`src/rtl/riscv_alu_arbiter.sv`:
```
// ---------------------------------------------------------------------------
// riscv_alu_arbiter
//   Shares one riscv_alu between N_REQ requesters. Round-robin arbitration,
//   at most one ALU operation per cycle, results registered per requester and
//   returned one cycle after acceptance through a valid/ready response slot.
//
//   Contents: riscv_alu_pkg (opcode encoding), riscv_alu (combinational ALU),
//   riscv_alu_arbiter (top).
//
//   Top ports:
//     clk_i, rst_i      clock, asynchronous active-high reset
//     req_valid_i       per-requester request valid
//     req_ready_o       request accepted this cycle (one-hot or zero)
//     req_opcode_i      packed per-requester opcode
//     req_op_a/b_i      packed per-requester result operands
//     req_cmp_a/b_i     packed per-requester compare operands
//     rsp_valid_o       per-requester response valid
//     rsp_ready_i       per-requester response consumed
//     rsp_res_o/add_o   registered ALU res_o / add_o
//     rsp_flag_o        registered ALU flag_o
// ---------------------------------------------------------------------------

package riscv_alu_pkg;
   localparam int ALU_OP_WIDTH = 4;

   // {alt, funct3}; alt selects subtract / arithmetic shift
   localparam logic [ALU_OP_WIDTH-1:0] ALU_ADD  = 4'b0000;
   localparam logic [ALU_OP_WIDTH-1:0] ALU_SLL  = 4'b0001;
   localparam logic [ALU_OP_WIDTH-1:0] ALU_SLTS = 4'b0010;
   localparam logic [ALU_OP_WIDTH-1:0] ALU_SLTU = 4'b0011;
   localparam logic [ALU_OP_WIDTH-1:0] ALU_XOR  = 4'b0100;
   localparam logic [ALU_OP_WIDTH-1:0] ALU_SRL  = 4'b0101;
   localparam logic [ALU_OP_WIDTH-1:0] ALU_OR   = 4'b0110;
   localparam logic [ALU_OP_WIDTH-1:0] ALU_AND  = 4'b0111;
   localparam logic [ALU_OP_WIDTH-1:0] ALU_SUB  = 4'b1000;
   localparam logic [ALU_OP_WIDTH-1:0] ALU_EQ   = 4'b1010;
   localparam logic [ALU_OP_WIDTH-1:0] ALU_NE   = 4'b1011;
   localparam logic [ALU_OP_WIDTH-1:0] ALU_SRA  = 4'b1101;

   // Branch compares share the set-less-than encodings
   localparam logic [ALU_OP_WIDTH-1:0] ALU_LTS  = ALU_SLTS;
   localparam logic [ALU_OP_WIDTH-1:0] ALU_LTU  = ALU_SLTU;
endpackage

// ---------------------------------------------------------------------------
// riscv_alu: purely combinational.
//   res_o  : result of opcode applied to op_a/op_b
//   add_o  : adder output op_a +/- op_b (subtract when opcode MSB set)
//   flag_o : compare of cmp_a/cmp_b; only meaningful for compare opcodes
// ---------------------------------------------------------------------------
module riscv_alu #(
   parameter int XLEN         = 32,
   parameter int ALU_OP_WIDTH = riscv_alu_pkg::ALU_OP_WIDTH
) (
   input  logic [ALU_OP_WIDTH-1:0] opcode_i,
   input  logic [XLEN-1:0]         op_a_i,
   input  logic [XLEN-1:0]         op_b_i,
   input  logic [XLEN-1:0]         cmp_a_i,
   input  logic [XLEN-1:0]         cmp_b_i,
   output logic [XLEN-1:0]         res_o,
   output logic [XLEN-1:0]         add_o,
   output logic                    flag_o
);
   import riscv_alu_pkg::*;

   localparam int SHW = $clog2(XLEN);

   logic            alt;
   logic [XLEN-1:0] b_op;
   logic [SHW-1:0]  shamt;

   assign alt   = opcode_i[ALU_OP_WIDTH-1];
   assign b_op  = alt ? ~op_b_i : op_b_i;
   assign shamt = op_b_i[SHW-1:0];

   // Two's complement subtract: a + ~b + 1
   assign add_o = op_a_i + b_op + {{(XLEN-1){1'b0}}, alt};

   always_comb begin
      res_o = '0;
      case (opcode_i[2:0])
         3'b000: res_o = add_o;
         3'b001: res_o = op_a_i << shamt;
         3'b010: res_o = alt ? '0 : {{(XLEN-1){1'b0}}, $signed(op_a_i) < $signed(op_b_i)};
         3'b011: res_o = alt ? '0 : {{(XLEN-1){1'b0}}, op_a_i < op_b_i};
         3'b100: res_o = op_a_i ^ op_b_i;
         3'b101: res_o = alt ? XLEN'($signed(op_a_i) >>> shamt) : op_a_i >> shamt;
         3'b110: res_o = op_a_i | op_b_i;
         3'b111: res_o = op_a_i & op_b_i;
         default: res_o = '0;
      endcase
   end

   always_comb begin
      flag_o = 1'b0;
      case (opcode_i)
         ALU_SLTS: flag_o = $signed(cmp_a_i) < $signed(cmp_b_i);
         ALU_SLTU: flag_o = cmp_a_i < cmp_b_i;
         ALU_EQ:   flag_o = cmp_a_i == cmp_b_i;
         ALU_NE:   flag_o = cmp_a_i != cmp_b_i;
         default:  flag_o = 1'b0;
      endcase
   end
endmodule

// ---------------------------------------------------------------------------
// riscv_alu_arbiter: top
// ---------------------------------------------------------------------------
module riscv_alu_arbiter #(
   parameter int XLEN         = 32,
   parameter int N_REQ        = 2,
   parameter int ALU_OP_WIDTH = riscv_alu_pkg::ALU_OP_WIDTH
) (
   input  logic                          clk_i,
   input  logic                          rst_i,
   input  logic [N_REQ-1:0]              req_valid_i,
   output logic [N_REQ-1:0]              req_ready_o,
   input  logic [N_REQ*ALU_OP_WIDTH-1:0] req_opcode_i,
   input  logic [N_REQ*XLEN-1:0]         req_op_a_i,
   input  logic [N_REQ*XLEN-1:0]         req_op_b_i,
   input  logic [N_REQ*XLEN-1:0]         req_cmp_a_i,
   input  logic [N_REQ*XLEN-1:0]         req_cmp_b_i,
   output logic [N_REQ-1:0]              rsp_valid_o,
   input  logic [N_REQ-1:0]              rsp_ready_i,
   output logic [N_REQ*XLEN-1:0]         rsp_res_o,
   output logic [N_REQ*XLEN-1:0]         rsp_add_o,
   output logic [N_REQ-1:0]              rsp_flag_o
);
   localparam int              PW     = $clog2(N_REQ);
   localparam logic [PW:0]     NREQ_W = (PW+1)'(N_REQ);
   localparam logic [PW-1:0]   LAST   = PW'(N_REQ-1);

   logic [PW-1:0]                  prio_q, prio_d, prio_eff;
   logic [N_REQ-1:0]               elig, grant;
   logic [PW-1:0]                  gnt_idx;
   logic                           gnt_any;
   logic [PW:0]                    scan;

   logic [N_REQ-1:0]               rsp_valid_q, rsp_valid_d;
   logic [N_REQ-1:0]               rsp_flag_q,  rsp_flag_d;
   logic [N_REQ-1:0][XLEN-1:0]     rsp_res_q,   rsp_res_d;
   logic [N_REQ-1:0][XLEN-1:0]     rsp_add_q,   rsp_add_d;

   logic [ALU_OP_WIDTH-1:0]        alu_opcode;
   logic [XLEN-1:0]                alu_op_a, alu_op_b, alu_cmp_a, alu_cmp_b;
   logic [XLEN-1:0]                alu_res, alu_add;
   logic                           alu_flag;

   // A full response slot may only accept new work if it drains this cycle
   assign elig = req_valid_i & (~rsp_valid_q | rsp_ready_i);

   // Non-power-of-2 N_REQ leaves unused pointer codes; treat them as 0
   assign prio_eff = ({1'b0, prio_q} < NREQ_W) ? prio_q : '0;

   // Round-robin scan starting at prio_eff, wrapping mod N_REQ
   always_comb begin
      grant   = '0;
      gnt_idx = '0;
      gnt_any = 1'b0;
      scan    = '0;
      if (!rst_i) begin
         for (int k = 0; k < N_REQ; k++) begin
            scan = {1'b0, prio_eff} + (PW+1)'(k);
            if (scan >= NREQ_W) scan = scan - NREQ_W;
            if (!gnt_any && elig[scan[PW-1:0]]) begin
               grant[scan[PW-1:0]] = 1'b1;
               gnt_idx             = scan[PW-1:0];
               gnt_any             = 1'b1;
            end
         end
      end
   end

   assign req_ready_o = grant;

   always_comb begin
      if (gnt_any) prio_d = (gnt_idx == LAST) ? '0 : gnt_idx + 1'b1;
      else         prio_d = prio_eff;
   end

   // Operand mux; all-zero inputs when nothing is granted
   always_comb begin
      alu_opcode = '0;
      alu_op_a   = '0;
      alu_op_b   = '0;
      alu_cmp_a  = '0;
      alu_cmp_b  = '0;
      for (int i = 0; i < N_REQ; i++) begin
         if (grant[i]) begin
            alu_opcode = req_opcode_i[i*ALU_OP_WIDTH +: ALU_OP_WIDTH];
            alu_op_a   = req_op_a_i [i*XLEN +: XLEN];
            alu_op_b   = req_op_b_i [i*XLEN +: XLEN];
            alu_cmp_a  = req_cmp_a_i[i*XLEN +: XLEN];
            alu_cmp_b  = req_cmp_b_i[i*XLEN +: XLEN];
         end
      end
   end

   riscv_alu #(
      .XLEN         (XLEN),
      .ALU_OP_WIDTH (ALU_OP_WIDTH)
   ) u_alu (
      .opcode_i (alu_opcode),
      .op_a_i   (alu_op_a),
      .op_b_i   (alu_op_b),
      .cmp_a_i  (alu_cmp_a),
      .cmp_b_i  (alu_cmp_b),
      .res_o    (alu_res),
      .add_o    (alu_add),
      .flag_o   (alu_flag)
   );

   // Grant wins over drain so a draining slot refills with no bubble
   always_comb begin
      rsp_valid_d = rsp_valid_q;
      rsp_flag_d  = rsp_flag_q;
      rsp_res_d   = rsp_res_q;
      rsp_add_d   = rsp_add_q;
      for (int i = 0; i < N_REQ; i++) begin
         if (grant[i]) begin
            rsp_valid_d[i] = 1'b1;
            rsp_res_d[i]   = alu_res;
            rsp_add_d[i]   = alu_add;
            rsp_flag_d[i]  = alu_flag;
         end else if (rsp_valid_q[i] && rsp_ready_i[i]) begin
            rsp_valid_d[i] = 1'b0;
         end
      end
   end

   always_ff @(posedge clk_i or posedge rst_i) begin
      if (rst_i) begin
         prio_q      <= '0;
         rsp_valid_q <= '0;
         rsp_flag_q  <= '0;
         rsp_res_q   <= '0;
         rsp_add_q   <= '0;
      end else begin
         prio_q      <= prio_d;
         rsp_valid_q <= rsp_valid_d;
         rsp_flag_q  <= rsp_flag_d;
         rsp_res_q   <= rsp_res_d;
         rsp_add_q   <= rsp_add_d;
      end
   end

   assign rsp_valid_o = rsp_valid_q;
   assign rsp_flag_o  = rsp_flag_q;
   assign rsp_res_o   = rsp_res_q;
   assign rsp_add_o   = rsp_add_q;
endmodule

```
`config.mk`:
```
export PLATFORM = sky130hd
export DESIGN_NAME = riscv_alu_arbiter
export DESIGN_NICKNAME = d
export VERILOG_FILES = /design/src/rtl/riscv_alu_arbiter.sv
export SDC_FILE = /design/constraint.sdc
export NUM_CORES = 1
export LEC_CHECK = 0
export CAP_MARGIN = 5
export CORE_MARGIN = 5
export CORE_UTILIZATION = 40
export DETAILED_ROUTE_END_ITERATION = 6
export HOLD_SLACK_MARGIN = 0.05
export PLACE_DENSITY = 0.67
export SYNTH_ARGS = -nofsm -noshare
export SYNTH_HDL_FRONTEND = slang
export SYNTH_SLANG_ARGS = --single-unit
```
`constraint.sdc`:
```
create_clock -name clk_i -period 8.8 [get_ports clk_i]
set_clock_uncertainty 0.1 [all_clocks]
set_input_delay 1.32 -clock clk_i [delete_from_list [all_inputs] [get_ports clk_i]]
set_output_delay 1.32 -clock clk_i [all_outputs]
set_load 0.01 [all_outputs]
```
# ---- Word level (Yosys, flattened, before mapping)
# Index checks and enable logic that the tools add are counted.
# W data, S select, Z words.
dict set report op_classes {
  n_shift 3
  addsub 6
  muxes 44
  order_cmp 10
  n_reduce_logical 9
  eq_ne 13
  bitwise_logic 8
}
# cell n
set op_table {}
lappend op_table {{$mux W32} 10}
lappend op_table {{$pmux W32 S8} 1}
lappend op_table {{$lt A32 B32 Y1} 4}
lappend op_table {{$add A32 B1 Y32} 1}
lappend op_table {{$add A32 B32 Y32} 1}
lappend op_table {{$and A32 B32 Y32} 1}
lappend op_table {{$eq A32 B32 Y1} 1}
lappend op_table {{$ne A32 B32 Y1} 1}
lappend op_table {{$not A32 Y32} 1}
lappend op_table {{$or A32 B32 Y32} 1}
lappend op_table {{$shl A32 B5 Y32} 1}
lappend op_table {{$shr A32 B5 Y32} 1}
lappend op_table {{$sshr A32 B5 Y32} 1}
lappend op_table {{$xor A32 B32 Y32} 1}
lappend op_table {{$mux W1} 24}
lappend op_table {{$eq A3 B3 Y1 const B} 4}
lappend op_table {{$eq A4 B2 Y1 const B} 2}
lappend op_table {{$eq A4 B4 Y1 const B} 2}
lappend op_table {{$mux W2} 4}
lappend op_table {{$mux W4} 2}
lappend op_table {{$eq A3 B2 Y1 const B} 2}
lappend op_table {{$logic_and A1 B1 Y1} 5}
lappend op_table {{$lt A1 B2 Y1 const B} 2}
lappend op_table {{$or A2 B2 Y2} 2}
lappend op_table {{other kinds (14)} 18}
dict set report totals {
  input_bits 270
  reg_bits 133
}

# ---- Depth between registers and ports, before layout
# Gate-level depths: netlist (run 1).
dict set report logic_depth {
  word_depth 19
  mapped_depth 22
  mapped_depth_nobuf 17
}

# ---- Modules after synthesis
# Synthesis (run 1) repeated with hierarchy kept, for this count alone.
dict set report unflattened {
  hier_cells 2436
  hier_area_um2 19341.0
}
# mod area_per_inst_um2 n_inst cells_per_inst
set by_module_without_submodules {}
lappend by_module_without_submodules {riscv_alu_arbiter 10049.6 1 1103}
lappend by_module_without_submodules {riscv_alu 9291.4 1 1333}

# ---- Worst setup path after synthesis (run 1)
# No wires, ideal clock.
dict set report synth_path {
  path_kind {input port to flip-flop}
  start {input port rst_i}
  end {register rsp_res_q, in the netlist rsp_res_o[28]}
  setup_time_ns 0.125
  path_buffers 4
  setup_slack_ns -1.558
  cell_stages 18
  t_required_ns 8.575
  arrival_time_ns 10.133
  path_cell_list {buf_2 > clkinv_1 > clkbuf_1 > clkbuf_1 > a32oi_2 > clkbuf_1 > xnor2_1 > fa_1 > a211oi_1 > o211ai_1 > a31oi_1 > nor4_1 > o21ai_0 > nand2_1 > a2111o_1 > o311ai_0 > a2bb2oi_1 > mux2_2}
}
dict set report synth_between {
  elab_chain_len 8
  elab_cells_between_ends 27
}
# item line_no
set synth_rtl {}
lappend synth_rtl {{start: declaration} 115} ;# input logic rst_i,
lappend synth_rtl {{$mux W2 *} 161} ;# if (!rst_i) begin
lappend synth_rtl {{$mux W32 (2 in a row)} 189} ;# if (grant[i]) begin
lappend synth_rtl {{$not A32 Y32} 73} ;# assign b_op = alt ? ~op_b_i : op_b_i;
lappend synth_rtl {{$mux W32} 73}
lappend synth_rtl {{$add A32 B32 Y32} 77} ;# assign add_o = op_a_i + b_op + {{(XLEN-1){1'b0}}, alt};
lappend synth_rtl {{$add A32 B1 Y32} 77}
lappend synth_rtl {{$pmux W32 S8} 81} ;# case (opcode_i[2:0])
lappend synth_rtl {{end signal: assignment} 242} ;# rsp_res_q <= rsp_res_d;
lappend synth_rtl {{end: declaration} 141} ;# logic [N_REQ-1:0][XLEN-1:0] rsp_res_q, rsp_res_d;
# Every way passes the cells marked *; elsewhere a longest branch is shown, timed or not.
# A chain may end at the register's enable or synchronous reset.

# ---- Final worst setup path (run 1)
dict set report layout_path {
  start {input port req_valid_i[0]}
  end {register rsp_res_q, in the netlist rsp_res_o[60]}
}
dict set report layout_between {
  elab_chain_len 16
  elab_cells_between_ends 40
}
# item line_no
set layout_rtl {}
lappend layout_rtl {{start: declaration} 116} ;# input logic [N_REQ-1:0] req_valid_i,
lappend layout_rtl {{$and A2 B2 Y2 *} 150} ;# assign elig = req_valid_i & (~rsp_valid_q | rsp_ready_i);
lappend layout_rtl {{$mux W1 (not written as such) (2 in a row)} 165} ;# if (!gnt_any && elig[scan[PW-1:0]]) begin
lappend layout_rtl {{$mux W1} 165}
lappend layout_rtl {{$mux W1} 161}
lappend layout_rtl {{$logic_not A1 Y1} 165}
lappend layout_rtl {{$logic_and A1 B1 Y1} 165}
lappend layout_rtl {{$mux W2 *} 165}
lappend layout_rtl {{$mux W2 *} 161}
lappend layout_rtl {{$mux W32 (2 in a row)} 189}
lappend layout_rtl {{$not A32 Y32} 73}
lappend layout_rtl {{$mux W32} 73}
lappend layout_rtl {{$add A32 B32 Y32} 77}
lappend layout_rtl {{$add A32 B1 Y32} 77}
lappend layout_rtl {{$pmux W32 S8} 81}
# Every way passes the cells marked *; elsewhere a longest branch is shown, timed or not. The select of a mux whose other input is x is not followed.

==> impl_metrics.ini, run 1 <==
[power_and_ir_drop]
comb_power_share_pct = 59.3
vdd_drop_max_mv = 0.1107
clkPwrFrac_pct = 16.6
powerDensity_nw_per_um2 = 200.3
switching_share_pct = 44.96
p_leak_nw = 9.031
p_int_mw = 2.320
p_sw_mw = 1.896
p_seq_share_pct = 24.1

[timing]
period_share_pct = 83.95
slew_headroom_pct = 19.62
tightest_slew_ns = 1.206
rsz0062_at_grt = false
hold_slack_ns = 0.3748
period_minus_slack_ns = 7.387
finalHoldViolations = 0
max_freq_mhz = 135.4
tns_ns = 0
finalSetupViolCount = 0
maxSlewViolCount = 0

[critical_path]
critPathMaxStageDelay_ns = 0.87
crit_family = compound AO/OA/AOI/OAI gates
critical_path_required_ns = 9.03
crit_path_top_delay_cell = clkdlybuf4s50_1
worstPathMaxFanout = 30
r2r_slack_ns = 2.77
crit_start = req_valid_i[0]
setup.worst_path.end = rsp_res_o[60]$_DFFE_PP0P_
reg2reg_to = rsp_res_o[60]$_DFFE_PP0P_
critPathBufInv = 2
arrival_ns = 7.62
path_class = input pin to flip-flop
r2r_start = prio_eff$_DFFE_PP0P_
worstPathCellList = clkdlybuf4s50_1 > nand2b_1 > o211a_4 > a32o_2 > mux2i_2 > inv_1 > fa_1 > a211oi_1 > o211ai_1 > a31oi_1 > nor4_1 > o21ai_0 > nand2_1 > a2111o_1 > o311ai_0 > a2bb2oi_1 > mux2_2
critical_path_depth = 17
cp-start-kind = input pin
endpoint_kind = flip-flop
ff2ff_path_depth = 16

[final_layout]
multi_input_area_um2 = 11780
final_layout_size_suffix_gt1_share_pct = 7.177
syn_to_final_growth_pct = 30.71
nNetsFinal = 2729
n_antenna_cell = 0
layout_commonest_cell = clkdlybuf4s50_1
fin_area_um2 = 21050
n_fill_cell = 3844
regArea_um2 = 3328
final_cell_mix = clkdlybuf4s50_1, nand2_1, mux2i_1

[synth]
synth_area_leaders = dfrtp_1, ha_1, mux2i_1
ys.flop_type = dfrtp_1
synth_cells = 2003
synth_area_um2 = 16100
synthesis.nets = 2418
synth-seq-cells = 133
async_reset_ff_share_pct = 100.0
yosysTopAreaCellShare_pct = 20.67
yosys.area.top_type = dfrtp_1
postSynthAreaPerCell_um2 = 8.038
seq_area_frac_synth_pct = 20.67
synth_edf_count = 0
yosysWarnings = 0
synthDistinctLibCells = 88

[global_route]
gr-total-overflow = 0
grt_max_degree = 97
grt_pass1_wl_mm = 118.5
antenna_found_initial = 1
grt_use_total_pct = 35.67
grt_pass1_vias = 17200

[outcome]
status = finished, final reports clean

[cts]
clockBufferDepth = 2
hold_buffers = 0
cts_tree = built
clk_pin_slew_ns = 0.06
clk_latency_ns = 0.47
cts_setup_buffers = 0
cts_buffers = 17
h-tree-depth = 4
cts_resized = 0
cts_sinks = 133
cts.root.buffer_cell = clkbuf_16

[floorplan]
fp.dieH_um = 210.6
dieArea_um2 = 44360
row_count = 73
start_util_pct = 40.43
die_w_um = 210.6
io_pins = 404
core-area_um2 = 39820

[min_path]
whs_path_depth = 2
hp-class = flip-flop to flip-flop

[placed_design]
hpwlAfterDp_mm = 65.43
gp_congestion = 1.043
dpl_cell_area_um2 = 20480
port_buffers = 403

[detailed_routing]
via_count = 18100
drtAntennaViolNets = 0
first_pass_iters = 6
drt_iter0_markers = 1996
drc = 0
viasPerCell = 6.348
postRouteWirelength_mm = 83.17
routedWlPerCell_um = 29.16

[job]
drv_cap = 0
[cell usage after synthesis (all sizes together), types with 6 or more instances]
library cell / instances
xnor2: 46
o2111ai: 35
nor2b: 44
nand2: 237
o221ai: 11
o41ai: 7
clkbuf: 79
o31ai: 18
nor2: 104
ha: 144
a22oi: 63
inv: 73
a31oi: 33
a22o: 36
or2: 6
a21oi: 133
and2: 9
a21o: 39
o21ai: 154
dfrtp: 133
a311oi: 6
buf: 85
nor3: 28
a32oi: 8
a32o: 29
and3: 7
a221oi: 18
o211ai: 17
or3: 6
o22ai: 14
mux2: 34
a211oi: 36
nand4: 13
nand2b: 9
nor4: 6
o21a: 9
nand3: 37
mux2i: 156
xor2: 15
[sequential cells by signal, indices dropped and copies added (netlist names)]
register	flops
rsp_add_o	64
rsp_res_o	64
rsp_flag_o	2
rsp_valid_o	2
prio_eff	1
[per-stage QoR]
stage / utilization (%) / instances / setup WS (ns) / power [mW]
6_report: 52.85 / 2852 / 1.413 / 4.216
3_5_place_dp: 51.44 / 2820 / 1.095 / 3.478
5_1_grt: 52.85 / 2852 / 1.014 / 4.427
3_3_place_gp: 51.44 / 2820 / 1.303 / 3.441
2_1_floorplan: - / 2003 / 1.032 / 2.260
4_1_cts: 52.85 / 2852 / 1.571 / 4.189
[power groups by stage]
stage,sequential [mW],combinational [mW],clock [mW]
finish,1.02,2.50,0.700
global route,1.05,2.65,0.731
CTS,1.02,2.46,0.707
detailed placement,1.03,2.45,0
global placement,1.02,2.42,0
floorplan,1.12,1.14,0
[cells by family (layout without fill, tap and decap cells)]
family / Yosys count / in the layout / synth area share [%]
AO/OA/AOI/OAI: 716 / 716 / 31.08
AND/OR/NAND/NOR: 514 / 514 / 14.31
buffers and inverters: 240 / 564 / 6.489
multiplexers: 194 / 194 / 12.81
adder cells (fa/ha/maj): 145 / 145 / 11.31
flip-flops: 133 / 133 / 20.67
XOR/XNOR: 61 / 61 / 3.318
[worst min path at each step]
| stage | start | end | slack (ns) |
|---|---|---|---|
| 2_1_floorplan | rsp_add_o[1]$_DFFE_PP0N_ | rsp_add_o[1]$_DFFE_PP0N_ | 0.41 |
| 5_1_grt | rsp_add_o[13]$_DFFE_PP0N_ | rsp_add_o[13]$_DFFE_PP0N_ | 0.41 |
| 3_3_place_gp | rsp_add_o[2]$_DFFE_PP0N_ | rsp_add_o[2]$_DFFE_PP0N_ | 0.36 |
| 4_1_cts | rsp_res_o[52]$_DFFE_PP0P_ | rsp_res_o[52]$_DFFE_PP0P_ | 0.38 |
| 6_report | rsp_res_o[52]$_DFFE_PP0P_ | rsp_res_o[52]$_DFFE_PP0P_ | 0.37 |
| 3_5_place_dp | rsp_res_o[52]$_DFFE_PP0P_ | rsp_res_o[52]$_DFFE_PP0P_ | 0.36 |
[worst register-to-register path, delay by kind of cell, from the launching register on]
kind | cells | cell delay (ns)
buffers and inverters | 1 | 0.14
AND/OR/NAND/NOR | 3 | 0.82
flip-flops | 1 | 0.43
adder cells (fa/ha/maj) | 1 | 0.50
multiplexers | 2 | 0.81
AO/OA/AOI/OAI | 9 | 3.07
[layout make-up]
type,instances,share of cell area [%]
Multi-Input combinational cell,1630,55.96
Sequential cell,133,15.81
Inverter,76,1.403
Tap cell,525,3.121
Timing Repair Buffer,456,21.03
Clock buffer,17,2.021
Clock inverter,15,0.6480
[per-layer routing]
layer | share of wire (%) | track usage [%] | routed length [um]
met5 | 0.016 | 0 | 13
met4 | 3.7 | 11.83 | 3100
met3 | 9.1 | 9.104 | 7559
met2 | 44 | 53.94 | 36230
met1 | 44 | 49.90 | 36270
(Power assumes the default switching activity.)
==> run 2: changes to the inputs <==
==> constraint.sdc (replaced) <==
create_clock -name clk_i -period 7.2 [get_ports clk_i]
set_clock_uncertainty 0.1 [all_clocks]
set_input_delay 1.08 -clock clk_i [delete_from_list [all_inputs] [get_ports clk_i]]
set_output_delay 1.08 -clock clk_i [all_outputs]
set_load 0.01 [all_outputs]
==> run 2 against run 1 <==
Effect of this change:
- sequential share of layout area down 0.15 points
- utilization up 0.49 points
- non-clock buffer count up 19
- global-route usage down 0.95 points
- combinational power up 23%
- largest power group unchanged
- highest routed layer unchanged
==> impl_metrics.ini, run 2 (synthesis results as in run 1) <==
[power_and_ir_drop]
vdd_drop_max_mv = 0.1597
p_leak_nw = 9.159
powerDensity_nw_per_um2 = 246.2

[timing]
rsz0062_at_grt = false
tns_ns = 0
max_freq_mhz = 152.8
hold_slack_ns = 0.3769
maxSlewViolCount = 0
period_minus_slack_ns = 6.544
finalHoldViolations = 0
tightest_slew_ns = 1.083
period_share_pct = 90.89
finalSetupViolCount = 0
slew_headroom_pct = 27.74

[cts]
clk_latency_ns = 0.46
h-tree-depth = 4
hold_buffers = 0
cts.root.buffer_cell = clkbuf_16
cts_tree = built
cts_resized = 0
cts_sinks = 133
cts_buffers = 17
clockBufferDepth = 2
cts_setup_buffers = 0
clk_pin_slew_ns = 0.07

[critical_path]
r2r_start = rsp_valid_o[0]$_DFFE_PP0P_
reg2reg_to = rsp_res_o[22]$_DFFE_PP0N_
critical_path_depth = 18
crit_path_top_delay_cell = a22oi_1
r2r_slack_ns = 1.25
worstPathCellList = clkdlybuf4s50_1 > nor2b_1 > buf_4 > o211ai_4 > clkinv_2 > a22oi_1 > xnor2_1 > ha_1 > o21ai_0 > a211oi_1 > a31oi_1 > nor4_1 > nor2_1 > o21ai_0 > a31oi_1 > xor2_1 > a21oi_1 > a22o_1
cp-start-kind = input pin
critPathBufInv = 3
arrival_ns = 6.78
worstPathMaxFanout = 18
setup.worst_path.end = rsp_res_o[22]$_DFFE_PP0N_
path_class = input pin to flip-flop
ff2ff_path_depth = 17
critical_path_required_ns = 7.43
crit_family = compound AO/OA/AOI/OAI gates
crit_start = rsp_ready_i[0]
critPathMaxStageDelay_ns = 0.61
endpoint_kind = flip-flop

[floorplan]
row_count = 73
core-area_um2 = 39820
start_util_pct = 40.43
io_pins = 404
fp.dieH_um = 210.6
die_w_um = 210.6
dieArea_um2 = 44360

[placed_design]
gp_congestion = 1.061
port_buffers = 403
hpwlAfterDp_mm = 64.44

[final_layout]
n_fill_cell = 3867
n_antenna_cell = 0
layout_commonest_cell = clkdlybuf4s50_1
final_cell_mix = clkdlybuf4s50_1, nand2_1, mux2i_1
final_layout_size_suffix_gt1_share_pct = 7.886
nNetsFinal = 2748
syn_to_final_growth_pct = 31.92

[global_route]
grt_use_total_pct = 34.72
grt_pass1_wl_mm = 116.5
gr-total-overflow = 0
grt_pass1_vias = 17310
antenna_found_initial = 1
grt_max_degree = 101

[detailed_routing]
routedWlPerCell_um = 28.29
first_pass_iters = 7
drc = 0
via_count = 18190
drt_iter0_markers = 2131
postRouteWirelength_mm = 81.22
viasPerCell = 6.336
drtAntennaViolNets = 0

[min_path]
hp-class = flip-flop to flip-flop

[job]
drv_cap = 0

[outcome]
status = finished, final reports clean
-- run 2: layout make-up --
| cell class | instances | area (um^2) | area share [%] |
|---|---|---|---|
| multi-input combinational | 1630 | 11770 | 55.43 |
| clock inverter | 15 | 181.4 | 0.8541 |
| inverter | 76 | 294.0 | 1.384 |
| tap | 525 | 656.9 | 3.093 |
| clock buffer | 17 | 425.4 | 2.003 |
| timing repair buffer | 475 | 4582 | 21.57 |
| sequential | 133 | 3328 | 15.67 |
-- run 2: per-layer routing --
metal | routed length (um) | global-route usage, % | up-vias
met1 | 35100 | 48.95 | 8837
met5 | 13 | 0 | -
met3 | 8174 | 9.015 | 139
met4 | 2948 | 11.45 | 2
met2 | 34980 | 51.96 | 1021
li1 | - | - | 8193
-- run 2: worst min-delay path by stage --
stage / startpoint / to / slack, ns / cells after the start
after floorplan: rsp_add_o[1]$_DFFE_PP0N_ / rsp_add_o[1]$_DFFE_PP0N_ / 0.41 / 2
after global placement: rsp_add_o[46]$_DFFE_PP0P_ / rsp_add_o[46]$_DFFE_PP0P_ / 0.36 / 2
after detailed placement: rsp_res_o[26]$_DFFE_PP0N_ / rsp_res_o[26]$_DFFE_PP0N_ / 0.37 / 2
after CTS: rsp_res_o[42]$_DFFE_PP0P_ / rsp_res_o[42]$_DFFE_PP0P_ / 0.38 / 2
after global routing: rsp_add_o[10]$_DFFE_PP0N_ / rsp_add_o[10]$_DFFE_PP0N_ / 0.40 / 2
final: rsp_add_o[10]$_DFFE_PP0N_ / rsp_add_o[10]$_DFFE_PP0N_ / 0.38 / 2
-- run 2: per-stage QoR --
step	cell area, um^2	worst slack, ns	power (mW)	util, %	cells
floorplan	16100	0.6172	2.762	-	2003
global placement	20630	0.5394	4.230	51.81	2839
detailed placement	20630	0.4712	4.271	51.81	2839
CTS	21240	0.9251	5.200	53.34	2871
global route	21240	0.3298	5.495	53.34	2871
finish	21240	0.6563	5.229	53.34	2871
-- run 2: worst min-delay path, stage by stage (launching register included) --
cell     delay, ns
dfrtp_1       0.34
nand2_1       0.05
o21ai_0       0.06
-- run 2: power breakdown --
part | leakage [nW] | internal, mW | switching [mW]
registers | 1.67 | 1.05 | 0.190
clock network | 0.295 | 0.498 | 0.411
logic | 7.19 | 1.35 | 1.73
